--- src/rtl/sram_arbiter_pkg.sv ---
// Shared definitions for the SRAM arbiter: transfer owner encoding and
// conflict counter sizing.
package sram_arbiter_pkg;

    typedef enum logic [1:0] {
        OWNER_NONE = 2'd0,
        OWNER_INST = 2'd1,
        OWNER_DATA = 2'd2
    } owner_t;

    localparam int CONFLICT_CNT_W = 16;
    localparam logic [CONFLICT_CNT_W-1:0] CONFLICT_CNT_MAX = '1;

endpackage

--- src/rtl/sram_arbiter.sv ---
// Arbitrates one synchronous single-port SRAM between an instruction and a data requester.
// Define SRAM_ARB_RR_EN for round-robin conflict resolution; otherwise data always wins.
module sram_arbiter
    import sram_arbiter_pkg::*;
(
    input  logic                      clk,
    input  logic                      reset,
    input  logic                      inst_req,
    input  logic [31:0]               inst_addr,
    output logic                      inst_addr_ok,
    output logic                      inst_data_ok,
    output logic [31:0]               inst_rdata,
    input  logic                      data_req,
    input  logic                      data_wr,
    input  logic [3:0]                data_wstrb,
    input  logic [31:0]               data_addr,
    input  logic [31:0]               data_wdata,
    output logic                      data_addr_ok,
    output logic                      data_data_ok,
    output logic [31:0]               data_rdata,
    output logic                      mem_en,
    output logic [3:0]                mem_wen,
    output logic [31:0]               mem_addr,
    output logic [31:0]               mem_wdata,
    input  logic [31:0]               mem_rdata,
    output logic [CONFLICT_CNT_W-1:0] conflict_cnt
);

    owner_t                    owner_q;
    owner_t                    owner_d;
    logic                      grant_inst;
    logic                      grant_data;
    logic                      data_wins;
    logic                      conflict;
    logic [CONFLICT_CNT_W-1:0] conflict_cnt_q;

    assign conflict = inst_req & data_req;

`ifdef SRAM_ARB_RR_EN
    // Pointer hands the next conflict to whichever side lost the last one.
    logic favour_data_q;

    always_ff @(posedge clk or posedge reset) begin
        if (reset) begin
            favour_data_q <= 1'b1;
        end else if (conflict) begin
            favour_data_q <= ~grant_data;
        end
    end

    assign data_wins = favour_data_q;
`else
    assign data_wins = 1'b1;
`endif

    always_comb begin
        grant_inst = 1'b0;
        grant_data = 1'b0;
        mem_en     = 1'b0;
        mem_wen    = 4'b0000;
        mem_addr   = 32'h0;
        mem_wdata  = 32'h0;
        owner_d    = OWNER_NONE;

        if (!reset) begin
            if (data_req && (!inst_req || data_wins)) begin
                grant_data = 1'b1;
            end else if (inst_req) begin
                grant_inst = 1'b1;
            end
        end

        if (grant_data) begin
            mem_en    = 1'b1;
            mem_wen   = data_wr ? data_wstrb : 4'b0000;
            mem_addr  = data_addr;
            mem_wdata = data_wdata;
            owner_d   = OWNER_DATA;
        end else if (grant_inst) begin
            mem_en    = 1'b1;
            mem_addr  = inst_addr;
            owner_d   = OWNER_INST;
        end
    end

    // Owner of the transfer launched this cycle selects which data_ok fires next cycle.
    always_ff @(posedge clk or posedge reset) begin
        if (reset) begin
            owner_q <= OWNER_NONE;
        end else begin
            owner_q <= owner_d;
        end
    end

    always_ff @(posedge clk or posedge reset) begin
        if (reset) begin
            conflict_cnt_q <= '0;
        end else if (conflict && (conflict_cnt_q != CONFLICT_CNT_MAX)) begin
            conflict_cnt_q <= conflict_cnt_q + 1'b1;
        end
    end

    assign inst_addr_ok = grant_inst;
    assign data_addr_ok = grant_data;
    assign inst_data_ok = (owner_q == OWNER_INST);
    assign data_data_ok = (owner_q == OWNER_DATA);
    assign inst_rdata   = mem_rdata;
    assign data_rdata   = mem_rdata;
    assign conflict_cnt = conflict_cnt_q;

endmodule

--- config.mk ---
export PLATFORM = sky130hd
export DESIGN_NAME = sram_arbiter
export DESIGN_NICKNAME = d
export VERILOG_FILES = /design/src/rtl/sram_arbiter_pkg.sv /design/src/rtl/sram_arbiter.sv
export SDC_FILE = /design/constraint.sdc
export NUM_CORES = 1
export LEC_CHECK = 0
export BUFFER_PORTS_ARGS = -buffer_cell sky130_fd_sc_hd__clkbuf_2
export CORE_AREA = 2 2 111 113
export DETAILED_ROUTE_END_ITERATION = 16
export DIE_AREA = 0 0 113 115
export PLACE_DENSITY = 0.52
export SKIP_CTS_REPAIR_TIMING = 1
export SYNTH_ARGS = -nofsm -noshare
export SYNTH_HDL_FRONTEND = slang
export SYNTH_SLANG_ARGS = --single-unit
--- constraint.sdc ---
create_clock -name clk -period 2.1 [get_ports clk]
set_input_delay 0 -clock clk [delete_from_list [all_inputs] [get_ports clk]]
set_output_delay 0 -clock clk [all_outputs]
set_load 0.005 [all_outputs]
=== Yosys cells after proc, flatten, opt, wreduce, memory -nomap -nowiden ===
Index checks and enable logic that the tools add are counted.

* $add $sub $neg: 1
* Equality and inequality tests: 3
* Muxes and demuxes: 14
* Bitwise logic cells: 1
* Reductions and logical operators: 1

{| class="wikitable"
|+ Operators by type and width
! operator !! number
|-
| two-way mux 32 bit || 3
|-
| adder 16 x 1 -> 16 bit (second input constant) || 1
|-
| inequality test 16 bit (second input constant) || 1
|-
| two-way mux 1 bit || 8
|-
| two-way mux 4 bit || 2
|-
| == test 2 x 1 -> 1 bit (second input constant) || 1
|-
| == test 2 bit (second input constant) || 1
|-
| two-way mux 2 bit || 1
|-
| AND 1 bit || 1
|-
| logical AND 1 bit || 1
|}

* Register bits: 18
* Input bits: 137
* Output and inout port bits: 153
* Logic and storage cells: 22

=== Longest topological paths before layout ===
Gate-level depths: netlist of the first run.

* Depth in word-level cells: 5
* Mapped depth: 6
* Mapped depth without buffers: 5

=== Worst setup path before layout of the first run ===
No wires, ideal clock.

* Path type: reg-to-reg
* From: register conflict_cnt_q[0], in the netlist conflict_cnt[0]
* To: register conflict_cnt_q[12], in the netlist conflict_cnt[12]
* Setup time: 0.128 ns
* Arrival: 1.683 ns
* Required time: 1.972 ns
* Slack: 0.290 ns
* Cell stages (with the launch flop): 7
* Path buffers: 1
* Period minus slack after synthesis: 1.810 ns
* Cells stage by stage: dfrtp_1 ha_1 nand3_1 or2_1 clkbuf_1 nor4_1 mux2_1

* Word-level cells in the longest chain between the ends: 2
* Elaborated cells between the ends (all ways): 3
* Classes of those cells: add/sub (1); eq/ne (1); reduce/logical (1)

{| class="wikitable"
|+ Ends and longest elaborated chain
! element !! line !! RTL
|-
| start, declared || sram_arbiter.sv:35 || <nowiki>logic [CONFLICT_CNT_W-1:0] conflict_cnt_q;</nowiki>
|-
| start signal, assigned || sram_arbiter.sv:99 || <nowiki>conflict_cnt_q <= conflict_cnt_q + 1'b1;</nowiki>
|-
| branches (longest 2 deep; another with adder 16 x 1 -> 16 bit) || -- ||
|}

Several ways; the timed one is not identified.
A chain may end at the register's enable or synchronous reset.

=== Final worst setup path of the first run ===
Same ends and word-level chain as after synthesis.

==> results of run 1 <==
[area by class of cell]
class / count / area, µm² / share of cell area (%)
clock buffers: 4 / 88.8 / 3.21
inverters: 4 / 15.0 / 0.543
multi-input cells: 133 / 1000 / 36.3
repair buffers: 199 / 1020 / 37.0
flip-flops and latches: 18 / 450 / 16.3
well taps: 147 / 184 / 6.65
[flip-flops by register name (all words and copies together), names as in the netlist]
name          flops
conflict_cnt     16
owner_q           2
[worst max-delay path, cell delays in order, from the launching register on]
cell	delay (ps)
dfrtp_1	410
ha_1	310
nand3_1	150
or2_1	260
nor4_1	230
mux2_1	350
[placed cells by master, fill, tap and decap left out]
cell       synthesis  layout
clkbuf_2           0     193
and2_1            32      32
a22o_1            32      32
dfrtp_1           18      18
nand2_1            8       8
xor2_1             8       8
nor2_1             5       5
buf_4             64       5
nand3_1            4       4
inv_1              4       4
a311oi_1           4       4
a21oi_1            4       4
and3_1             4       4
a211oi_1           3       3
clkbuf_16          0       3
nand4_2            2       2
or2_1              2       2
o21ai_1            2       2
nor3_1             2       2
nor2b_1            3       2
nor4_1             2       2
xnor2_1            2       2
mux2_1             2       2
nor4_4             1       1
a31oi_1            1       1
and3_4             1       1
nand3_2            1       1
or4_4              1       1
a2111oi_4          1       1
o21ba_1            1       1
nand4_1            1       1
nor2b_4            0       1
nor3b_2            0       1
nor3b_1            2       1
or4_1              1       1
ha_1               1       1
clkbuf_8           0       1
buf_12             0       1
[synth_stat cells, drive strengths merged (3+ instances only)]
master  instances  share of area (%)
nor4            3                1.7
nor2            5               0.94
buf            66                 25
and2           32                 10
and3            5                1.8
inv             4               0.75
nand4           3                1.6
nand2           8                1.5
clkbuf         13                2.4
dfrtp          18                 23
a311oi          4                1.8
xor2            8                3.5
nor2b           3               0.94
a21oi           4                1.0
a211oi          3                1.1
nand3           5                1.5
a22o           32                 14
[metal layers]
layer	wire [µm]	vias to the layer above	GRT usage (%)
li1	-	1001	-
met1	3390	968	15.0
met5	0	-	0
met3	666	5	3.32
met2	3850	144	17.8
met4	26	0	2.11
[power breakdown]
group	switching, W	internal, W
Combinational	0.000250	0.000260
Sequential	0.000100	0.000405
Clock	0.000134	0.000290
[logic make-up after synthesis]
group / after synthesis / synth area share (%)
AOI/OAI and AO/OA: 48 / 20.6
xor gates and xnor gates: 10 / 4.39
adders and majority gates: 1 / 0.627
buffers and inverters: 83 / 27.8
DFF: 18 / 22.6
muxes: 2 / 1.13
and+or+nand+nor: 72 / 22.8
[stage by stage]
stage               cell area, µm²  std cells
floorplan                     1990        234
global placement              2680        501
detailed placement            2680        501
CTS                           2760        505
global route                  2760        505
finish                        2760        505
[path summary, 6_finish.rpt]
kind | startpoint | to | depth (start not counted)
max reg2reg | conflict_cnt[0] | conflict_cnt[12] | 5
min in group clk | mem_rdata[14] | inst_rdata[14] | 0
min | reset | conflict_cnt[9] | 2
max | conflict_cnt[0] | conflict_cnt[12] | 5
max in group asynchronous | reset | conflict_cnt[3] | 2
min reg2reg | conflict_cnt[8] | conflict_cnt[8] | 1
==> summary by stage, run 1 <==
Critical path
STA puts the critical path data required time at 2240 ps. STA classifies the critical path startpoint as a flop. The maximum fanout along the worst path is 7. Across all register-to-register paths, the minimum setup slack is 270 ps. STA puts the critical path data arrival time at 1970 ps. STA classifies the critical path endpoint as a flop. The critical path is of the reg2reg type.

Placed design
The count of buffers added on input and output ports is 193. Routability-driven placement finished with a final weighted congestion of 0.753. The worst-case setup slack after placement is 297 ps.

Once detailed placement completed, the half-perimeter wirelength came to 6.99 mm.

Drt
The detailed-route wire length is 7.93 mm. In this run the remaining antenna-violating nets after routing total 0. The first-pass iteration count of the detailed router is 10. The per-cell routed wire length is 15.7 µm. The post-detailed-route DRC marker count is 5. Dividing the detail-routed via count by the number of cells gives 4.19. The count of routing violations after the opening detailed-route iteration is 123.

The detailed-route via count is 2118.

Logic synthesis
Counting flops and latches in the post-synthesis netlist gives 18. The number of different library cells used by synthesis comes to 34. The count of synthesis-stage warnings from yosys is 0. The gate count of the mapped netlist is 234. In the synthesized netlist the async set-or-reset flop fraction comes to 100%. The area of the mapped netlist is 1990 µm². The total nets after synthesis is 372.

Of the synthesized area, sequential elements account for 22.6%. In the synthesized netlist the dominant register cell turns out to be dfrtp_1. The number of enable-type register cells in the synthesized netlist is 0. Averaged over all synthesized cells, the footprint is 8.52 µm².

Status
The flow ran to the end, but the final reports show violations. The checks that failed: DRC, hold timing.

STA
The final-report max-slew violation count was 0. The final number of hold-violating endpoints is 18. In the final timing run, aggregate negative setup slack is 0 ps. Setup violations remaining at the end of the flow were counted as 0.

At the pin with the least slew margin, the transition time is 707 ps. The worst hold-check slack is -58.3 ps. The worst path needs 1830 ps of the cycle, external delays included.

Based on the critical path, the design can be clocked at up to 545 MHz. Clock skew on the completed layout was measured at 5.75 ps. Headroom to the max-slew limit came out at 52.8%. Setup repair after global routing left no endpoint under its margin. The fraction of the cycle the final worst path needs is 87.3%. The smallest setup slack after layout is 267 ps.

Clock tree
TritonCTS created 3 clock buffers. Counting every sink on the clock net gives 18. The H-tree depth is 1. The cell at the root of the clock tree is clkbuf_16. The maximum count of clock buffers along a single path is 2. At the later pin of the worst-skew pair, clock insertion delay measures 260 ps. Clock-pin slew was measured on the worst setup and hold paths at 50 ps. TritonCTS built the clock tree.

Global route
Entering global routing, the biggest net connects 42 pins. The number of global-route vias before repair is 1920. The first global-routing pass estimated 11.1 mm of wire. The initial antenna violation count came to 0.

For this run, the total global-route usage over all layers was measured as 11.1%. The sum of overflow across all layers after global routing is 0.

Layout
0 antenna diodes ended up in the layout. In the final layout, the share of cells above drive strength 1 is 59.2%. The post-layout net count is 497.

Once layout is complete, the utilization of the core stands at 23.4%. The post-synthesis to final-layout area growth is 38.6%. The total of fill cells in the finished design is 1306.

Run
Across the run, the number of max-cap violations was 0.

Floorplan
During I/O placement, the number of pins put on the boundary was 290. The core area is 11800 µm². The chip height is 115 µm. The overall die width is 113 µm. The initial core utilization is 16.9%. The die covers 13000 µm². Row generation in the floorplan step produced 40 rows.

Pwr
Summed over all cells, the static leakage comes to 1.58 nW. The power density relative to cell area is 521 nW/µm². Power comes to 0.00144 W.

The peak supply drop is 0.220 mV.

Min path
The worst min-delay path category is in2async.
Note: power is estimated with default switching activity, not from simulation.
==> run 2, diff against run 1 <==
--- a/config.mk
+++ b/config.mk
@@ -9,2 +9,3 @@
 export CORE_AREA = 2 2 111 113
+export CTS_BUF_LIST = sky130_fd_sc_hd__clkbuf_4
 export DETAILED_ROUTE_END_ITERATION = 16
==> constraint.sdc (replaced) <==
create_clock -name clk -period 2.1 [get_ports clk]
set_input_delay 0.63 -clock clk [delete_from_list [all_inputs] [get_ports clk]]
set_output_delay 0.63 -clock clk [all_outputs]
set_load 0.005 [all_outputs]
==> run 2 against run 1 <==
Net effect:
- the flow finishes with violations (DRC, setup timing)
- clock power down 56%
- setup slack lost 350 ps
- first-iteration DRC count decreased by 23%
- critical path type is now in2out
==> summary by stage, run 2 (synthesis gave the netlist of run 1 again) <==
STA
The slew at the pin closest to its max-slew limit is 730 ps (was 707 ps). The post-layout minimum cycle time is 2180 ps (was 1830 ps). The final number of hold-violating endpoints is 0 (was 18). Unrepaired setup endpoints after global routing: yes (was no).

The final-report max-slew violation count is 0 (unchanged). The highest achievable clock rate is 459 MHz (was 545 MHz). The smallest setup slack after layout came to -79.2 ps (was 267 ps).

The count of final setup violators is 49 (was 0). The fraction of the cycle the final worst path needs is 104% (was 87.3%). The normalized max-slew margin was 51.3% (was 52.8%). The setup skew after layout was 11.1 ps (was 5.75 ps).

Drt
The remaining antenna violation count is 0 (unchanged). The detailed-route wire length is 9.69 mm (was 7.93 mm). The routed length on met3 is 766 µm (was 666 µm). The routed metal-1 wirelength is 3.76 mm (was 3.39 mm). The detailed-route via count is 2294 (was 2118). The first-pass iteration count of the detailed router was 11 (was 10). The via-per-instance ratio is 4.38 (was 4.19). The count of routing violations after the opening detailed-route iteration is 95 (was 123). The post-detailed-route DRC marker count came to 11 (was 5).

The per-cell routed wire length was 18.5 µm (was 15.7 µm). The uppermost layer routed was met4 (unchanged). The met2 wire length is 5.10 mm (was 3.85 mm).

Pwr
The peak supply drop is 0.145 mV (was 0.220 mV). The clock share of power is 14.0% (was 29.5%). The combinational share of power is 48.1% (was 35.4%). The total leakage power came to 1.81 nW (was 1.58 nW). The proportion of power drawn by flip-flops and latches is 37.9% (was 35.1%).

The total power was 0.00134 W (was 0.00144 W). The power density relative to cell area is 409 nW/µm² (was 521 nW/µm²). The switching power is 0.000503 W (was 0.000484 W). The switching part of the total power is 37.6% (was 33.7%). The internal power of the cells was 0.000835 W (was 0.000954 W).

Layout
The number of flip-flops in the largest register was 16 (unchanged). The post-layout net count is 516 (was 497). Most used cells in the layout excluding fill and tap cells: clkbuf_2 (151), a22o_1 (31), buf_6 (26) (was clkbuf_2 (193), and2_1 (32), a22o_1 (32)). The total of fill cells in the finished design is 1277 (was 1306).

The ratio of cells with drive above 1 in the final layout is 66.8% (was 59.2%). The most common cell after layout, fill and taps aside is clkbuf_2 (unchanged). The number of inserted diodes is 0 (unchanged).

The final core area utilization is 27.7% (was 23.4%). The post-synthesis to final-layout area growth is 64.2% (was 38.6%). The number of non-filler instances in the completed layout is 524 (was 505).

Critical path
The cell type of the slowest stage on the worst timing path is nor3b_4 (was dfrtp_1). The critical path start-end classification is in2out (was reg2reg). Worst path cell trace: buf_8, nor3b_4, buf_6, buf_12, a22o_1, buf_2 (was ha_1, nand3_1, or2_1, nor4_1, mux2_1). The longest individual stage delay on the worst path is 190 ps (was 410 ps). The signal arrival time at the worst endpoint came to 1550 ps (was 1970 ps). The worst path required time is 1470 ps (was 2240 ps). The maximum fanout along the worst path is 5 (was 7). The kind of start point of the critical path is a primary input (was flop). The endpoint class of the critical path is a primary output (was flop).

Status
Result of the run: complete, but fails checks (unchanged). Violations in the final reports: DRC, setup timing (was DRC, hold timing).

Clock tree
The maximum count of clock buffers along a single path is 2 (unchanged). The number of buffers created by CTS is 3 (unchanged). The cell at the root of the clock tree is clkbuf_4 (was clkbuf_16). The register clock-pin slew on the reported worst setup and hold paths is 100 ps (was 50 ps).

The H-tree depth is 1 (unchanged). The clock tree from TritonCTS is yes (unchanged). The clock net sink count is 18 (unchanged). The clock insertion delay at the later pin of the skew report was 310 ps (was 260 ps).

Run
The max-capacitance violation count came to 0 (unchanged).

Placed design
The instance count after placement with tap cells included is 506 (was 501). The number of port buffers is 193 (unchanged). The routability congestion estimate from global placement came to 0.828 (was 0.753). The half-perimeter wire length after placement is 6.77 mm (was 6.99 mm).

Floorplan
The count of pins on the block boundary came to 290 (unchanged). The overall die area is 13000 µm² (unchanged). The initial core utilization is 16.9% (unchanged). The core area is 11800 µm² (unchanged). The overall die width is 113 µm (unchanged). The number of standard-cell rows in the floorplan is 40 (unchanged). The chip height is 115 µm (unchanged).

Global route
The global-route usage over all layers is 10.6% (was 11.1%). The initial antenna violation count came to 0 (unchanged). The largest net degree at the start of global routing was 61 (was 42).

The number of global-route vias before repair is 2009 (was 1920). The sum of overflow across all layers after global routing is 0 (unchanged). The wire length of the first global-routing pass is 10.8 mm (was 11.1 mm).

Min path
The worst min-delay path category is in2reg (was in2async).
[run 2: through the flow]
| step | area, µm² | TNS (ps) | setup slack, ps | hold slack (ps) |
|---|---|---|---|---|
| after global routing | 3270 | -3600 | -103 | 466 |
| after CTS | 2760 | -4590 | -179 | 524 |
| after detailed placement | 2730 | -4560 | -179 | 507 |
| after global placement | 2730 | -2180 | -129 | 486 |
| final | 3270 | -2210 | -79.2 | 494 |
| after floorplan | 2020 | -1170 | -45.4 | 484 |
[run 2: area by class of cell]
cell class / count / area (µm²) / share of cell area [%]
multi-input cells: 133 / 1070 / 32.7
clock buffers: 3 / 22.5 / 0.688
clock inverters: 1 / 3.75 / 0.115
repair buffers: 218 / 1530 / 46.7
flip-flops and latches: 18 / 450 / 13.8
well taps: 147 / 184 / 5.62
inverters: 4 / 15.0 / 0.459
[run 2: final timing paths]
path | from | to | cells past startpoint | slack, ps
max in group asynchronous | reset | conflict_cnt[3] | 3 | 1070
min | data_req | owner_q[0] | 2 | 490
min in group asynchronous | reset | conflict_cnt[12] | 3 | 570
min reg2reg | conflict_cnt[15] | conflict_cnt[15] | 1 | 520
max reg2reg | conflict_cnt[8] | conflict_cnt[15] | 4 | 310
max | reset | mem_addr[30] | 6 | -80
[run 2: metal layers]
layer / vias to the layer above / track usage (%)
met2: 158 / 19.1
met3: 7 / 2.64
met5: - / 0
li1: 1034 / -
met1: 1095 / 13.0
met4: 0 / 2.20
[run 2: power groups by stage]
stage / clock [W] / combinational (W) / sequential, W
floorplan: 0 / 0.000338 / 0.000483
global placement: 0 / 0.000523 / 0.000512
detailed placement: 0 / 0.000531 / 0.000513
CTS: 0.000197 / 0.000533 / 0.000507
global route: 0.000218 / 0.000698 / 0.000519
finish: 0.000187 / 0.000643 / 0.000507
[run 2: worst max-delay path, delay by kind of cell]
kind / cells / cell delay [ps]
AND/OR/NAND/NOR: 1 / 190
AO/OA/AOI/OAI: 1 / 180
buffers and inverters: 4 / 550
